`src/rtl/fetch_pkg.sv`:
```
// fetch_pkg: shared widths, memory access size and fetch FSM states for the instruction fetch unit.
// Contents: XLEN, INSTR_W, MEM_SIZE_WORD, fetch_state_e (ST_RUN / ST_HALT).
package fetch_pkg;
   localparam int XLEN = 32;
   localparam int INSTR_W = 32;
   localparam logic [1:0] MEM_SIZE_WORD = 2'd3;
   typedef enum logic {
      ST_RUN  = 1'b0,
      ST_HALT = 1'b1
   } fetch_state_e;
endpackage

```
`src/rtl/fetch_fifo.sv`:
```
// fetch_fifo: synchronous circular buffer holding fetched {pc, instr} entries.
// Ports: i_clock, i_reset_n (sync, active-low), i_push/i_data write side,
//        i_pop/o_data read side (o_data is the oldest entry), i_flush empties the buffer,
//        o_count is the current occupancy. Pushes when full and pops when empty are ignored.
module fetch_fifo #(
   parameter int DEPTH = 2,
   parameter int W     = 64
) (
   input  logic                         i_clock,
   input  logic                         i_reset_n,
   input  logic                         i_push,
   input  logic                         i_pop,
   input  logic                         i_flush,
   input  logic [W-1:0]                 i_data,
   output logic [W-1:0]                 o_data,
   output logic [$clog2(DEPTH+1)-1:0]   o_count
);
   localparam int PW = $clog2(DEPTH);
   localparam int CW = $clog2(DEPTH+1);
   logic [W-1:0]  r_mem [DEPTH];
   logic [PW-1:0] r_rd, r_wr;
   logic [CW-1:0] r_cnt;
   logic          w_push, w_pop;
   assign w_push  = i_push && (r_cnt != CW'(DEPTH));
   assign w_pop   = i_pop && (r_cnt != '0);
   assign o_data  = r_mem[r_rd];
   assign o_count = r_cnt;
   // Pointers wrap explicitly so non-power-of-two depths work.
   always_ff @(posedge i_clock) begin
      if (!i_reset_n || i_flush) begin
         r_rd  <= '0;
         r_wr  <= '0;
         r_cnt <= '0;
      end else begin
         if (w_push) r_wr <= (r_wr == PW'(DEPTH-1)) ? '0 : r_wr + PW'(1);
         if (w_pop) r_rd <= (r_rd == PW'(DEPTH-1)) ? '0 : r_rd + PW'(1);
         r_cnt <= r_cnt + CW'(w_push) - CW'(w_pop);
      end
   end
   always_ff @(posedge i_clock) begin
      if (i_reset_n && !i_flush && w_push) r_mem[r_wr] <= i_data;
   end
endmodule

```
`src/rtl/instruction_fetch_unit.sv`:
```
// instruction_fetch_unit: sequential word fetch into a small buffer with redirect and optional misalign trap.
// Ports: clock, reset_n (sync, active-low); imem_addr/imem_size/imem_data memory side;
//        redirect_valid/redirect_pc control-flow redirect; out_valid/out_ready/out_instr/out_pc
//        decode handshake; fetch_fault misaligned-redirect flag.
// Build option: define FETCH_MISALIGN_TRAP_EN to halt with fetch_fault on a misaligned redirect;
//        otherwise redirect targets are word-aligned by dropping the low two bits.
module instruction_fetch_unit
   import fetch_pkg::*;
#(
   parameter logic [XLEN-1:0] RESET_PC = 32'h0000_0000,
   parameter int              DEPTH    = 2
) (
   input  logic               clock,
   input  logic               reset_n,
   output logic [XLEN-1:0]    imem_addr,
   output logic [1:0]         imem_size,
   input  logic [INSTR_W-1:0] imem_data,
   input  logic               redirect_valid,
   input  logic [XLEN-1:0]    redirect_pc,
   output logic               out_valid,
   input  logic               out_ready,
   output logic [INSTR_W-1:0] out_instr,
   output logic [XLEN-1:0]    out_pc,
   output logic               fetch_fault
);
   localparam int CW = $clog2(DEPTH+1);
   logic [XLEN-1:0]         r_pc;
   fetch_state_e            r_state, w_state_nxt;
   logic [CW-1:0]           w_count;
   logic                    w_run, w_push, w_pop, w_misalign;
   logic [XLEN+INSTR_W-1:0] w_head;
   assign imem_addr  = r_pc;
   assign imem_size  = MEM_SIZE_WORD;
   assign w_misalign = redirect_valid && (redirect_pc[1:0] != 2'b00);
   assign out_pc     = w_head[XLEN+INSTR_W-1:INSTR_W];
   assign out_instr  = w_head[INSTR_W-1:0];
   always_ff @(posedge clock) begin
      r_state <= !reset_n ? ST_RUN : w_state_nxt;
   end
   // Redirect wins over this cycle's push and pop; the buffer flush rides on redirect_valid.
   always_comb begin
      w_state_nxt = r_state;
      w_run       = (r_state == ST_RUN);
      out_valid   = w_run && (w_count != '0);
      w_push      = w_run && (w_count != CW'(DEPTH)) && !redirect_valid;
      w_pop       = out_valid && out_ready && !redirect_valid;
`ifdef FETCH_MISALIGN_TRAP_EN
      if (w_misalign) w_state_nxt = ST_HALT;
`endif
   end
   always_ff @(posedge clock) begin
      if (!reset_n) r_pc <= RESET_PC;
      else if (redirect_valid) r_pc <= {redirect_pc[XLEN-1:2], 2'b00};
      else if (w_push) r_pc <= r_pc + 32'd4;
   end
`ifdef FETCH_MISALIGN_TRAP_EN
   logic r_fault;
   always_ff @(posedge clock) begin
      if (!reset_n) r_fault <= 1'b0;
      else if (w_misalign) r_fault <= 1'b1;
   end
   assign fetch_fault = r_fault;
`else
   assign fetch_fault = 1'b0 & w_misalign;
`endif
   fetch_fifo #(.DEPTH(DEPTH), .W(XLEN+INSTR_W)) u_fifo (
      .i_clock   (clock),
      .i_reset_n (reset_n),
      .i_push    (w_push),
      .i_pop     (w_pop),
      .i_flush   (redirect_valid),
      .i_data    ({r_pc, imem_data}),
      .o_data    (w_head),
      .o_count   (w_count)
   );
endmodule

```
`config.mk`:
```
export PLATFORM = sky130hd
export DESIGN_NAME = instruction_fetch_unit
export DESIGN_NICKNAME = d
export VERILOG_FILES = /design/src/rtl/fetch_pkg.sv /design/src/rtl/fetch_fifo.sv /design/src/rtl/instruction_fetch_unit.sv
export SDC_FILE = /design/constraint.sdc
export NUM_CORES = 1
export LEC_CHECK = 0
export BUFFER_PORTS_ARGS = -buffer_cell sky130_fd_sc_hd__buf_4
export CORE_MARGIN = 3
export CORE_UTILIZATION = 55
export CTS_BUF_LIST = sky130_fd_sc_hd__clkbuf_4 sky130_fd_sc_hd__clkbuf_8
export CTS_CLUSTER_SIZE = 16
export DETAILED_ROUTE_END_ITERATION = 8
export PLACE_DENSITY = 0.9
export SYNTH_ARGS = -nofsm -noshare
export SYNTH_HDL_FRONTEND = slang
export SYNTH_SLANG_ARGS = --single-unit
```
`constraint.sdc`:
```
create_clock -name clock -period 8.3 [get_ports clock]
set_input_delay 0.83 -clock clock [delete_from_list [all_inputs] [get_ports clock]]
set_output_delay 0.83 -clock clock [all_outputs]
set_load 0.005 [all_outputs]
```
==> flow_summary.ini <==
[run_status]
status = completed

[synthesis]
synth_most_common_cell = edfxtp_1
synth_edf_count = 124
ys.flop_type = edfxtp_1
synth_top_area_frac = 0.565
netlist_instances = 452
synth_area_per_cell_um2 = 14.6
async_reset_ff_frac = 0
yosys_warnings = 0
yosysUniqueCellTypes = 51
yosys-top-cells-count = edfxtp_1 (124), mux2_2 (62), dfxtp_1 (35), o21ai_0 (25), clkbuf_1 (16)
synthTopCellsByArea = edfxtp_1 (57%), dfxtp_1 (11%), mux2_2 (11%), o21ai_0 (1.9%), a31oi_1 (1.3%)
yosysSeqAreaShare = 0.671
netlist_area_um2 = 6590
ys_ff_latch = 159
synth_top_cell_by_area = edfxtp_1

[floorplanning]
start_util = 0.570
dieArea_um2 = 13300
num_rows = 39
core_area_um2 = 11600
die-height_um = 115
ios = 168
die_w_um = 115

[critical_path]
cp_num_buf_inv = 2
required_ns = 7.47
critPathTopFamily = buffers and inverters
setup.worst_path.end_class = output port
r2r_slack_ns = 5.95
worstPathMaxFanout = 48
worst_ep_arrival_time_ns = 2.21
startpoint_type = register
slowest_stage = buf_4
critical_path_class = register to output port
slowest_delay_ns = 0.61
path_cells = buf_4 > mux2_2 > buf_4
crit_top_cell = buf_4

[sta]
clock_skew_ns = 0.0131
slew_violations = 0
final_hold_viol_count = 0
relSlewSlack = 0.254
fin_crit_ns = 3.04
setup_violations = 0
fmax_ghz = 0.329
worst_pin_slew_ns = 1.12
fin_ws_ns = 5.26
fin_crit_sh = 0.366
finalSetupTns_ns = 0
grt_setup_unrepaired = false
hold_ws_ns = 0.533

[drt]
ant_nets = 0
route.detailed.drc = 0
dr.pass1.iters = 5
routed_wl_um = 14400
wl_per_cell_um = 18.9
vias_per_cell = 5.77
num_vias = 4398
drt-initial-drc-count = 432

[power]
finalPower_mw = 1.61
ir_worst_vdd_mv = 0.118
p_per_area_nw_per_um2 = 196
p_leak_nw = 3.07

[placed_design]
placed_cells = 730
preCtsSetupSlack_ns = 5.15
io_buffers = 158
hpwl_um = 9740
placed_area_um2 = 7830
place_congestion = 0.838

[final_layout]
fin_nets = 677
synthToLayoutAreaGrowth_pct = 24.5
antenna_cells = 0
post-route-util = 0.709
drive_gt1_frac = 0.430
stdcell_count = 762
finalInstanceArea_um2 = 8200

[worst_hold_path]
min_path_type = register to register

[clock_network]
max-clock-path-buffers = 2
cts_buffers = 17
clkTransAtPathRegs_ns = 0.09
cts_tree = built
clkLatencyLatePin_ns = 0.44
cts_hold_buffers = 0
h-tree-depth = 4
root_buffer = clkbuf_8
cts_setup_buffers = 0
cts_sinks = 159
cts_resized = 0

[grt]
grt_first_pass_wirelength_um = 22200
track_usage = 0.220
antenna_found_initial = 0
grt_pass1_vias = 4440
grt_max_degree = 56
overflow = 0

[flow_run]
drv_cap = 0
==> registers in the layout (all words and copies together), names as in the netlist, named ones only <==
signal	count
imem_addr	30
u_fifo.o_count	2
u_fifo.r_mem	124
u_fifo.r_rd	1
u_fifo.r_wr	1
==> per-layer routing <==
layer  vias up  share of wire  track usage
li1       2053              -            -
met1      2120           0.41        0.268
met2       202           0.49        0.368
met3        23          0.081       0.0684
met4         0          0.016       0.0853
met5         -              0            0
==> worst register-to-register path: stages, from the launching register on <==
cell     delay, ns
dfxtp_1       0.42
or2b_2        0.30
and3_2        0.66
buf_4         0.58
==> layout by cell type (no fill, tap or decap), types with 4 or more instances in the layout <==
master / count
a21oi_1: 4
a31oi_1: 14
and4_1: 5
buf_4: 161
clkbuf_8: 17
clkinv_1: 4
conb_1: 7
dfxtp_1: 34
edfxtp_1: 124
inv_1: 7
mux2_2: 62
nand2_1: 15
nand2b_1: 11
nand3_1: 13
nand4_1: 8
nor2_1: 9
nor4_1: 5
o211a_1: 5
o21ai_0: 25
o31ai_1: 9
or2_2: 4
or3_1: 5
or4_1: 10
xnor2_1: 9
xor2_1: 4
==> path summary, 6_finish.rpt <==
path	startpoint	endpoint	depth (start not counted)
max	register	out_pc[6]	3
min	u_fifo.r_rd	register	2
max reg2reg	u_fifo.o_count[0]	u_fifo.r_mem[1][55]	3
min reg2reg	u_fifo.r_rd	register	2
==> report_power, final <==
group	switching, mW	total, mW	internal, mW
clock network	0.268	0.536	0.268
registers	0.0289	0.925	0.896
logic	0.0651	0.149	0.0837
==> logic make-up after synthesis <==
logic type | after synthesis | synth area share
XOR/XNOR | 13 | 0.0173
AO/OA/AOI/OAI | 69 | 0.0691
flip-flops | 159 | 0.671
adder cells (fa/ha/maj) | 3 | 0.00570
AND/OR/NAND/NOR | 106 | 0.0995
buffers and inverters | 38 | 0.0298
other | 2 | 0.00114
multiplexers | 62 | 0.106
==> cell type report <==
| type | instances | area [um2] |
|---|---|---|
| Inverter | 7 | 26.3 |
| Fill cell | 781 | 3360 |
| Multi-Input combinational cell | 260 | 1990 |
| Sequential cell | 159 | 4430 |
| Tap cell | 143 | 179 |
| Clock buffer | 19 | 249 |
| Clock inverter | 13 | 123 |
| Timing Repair Buffer | 161 | 1210 |
No activity file was read; power rests on OpenSTA's default activity.
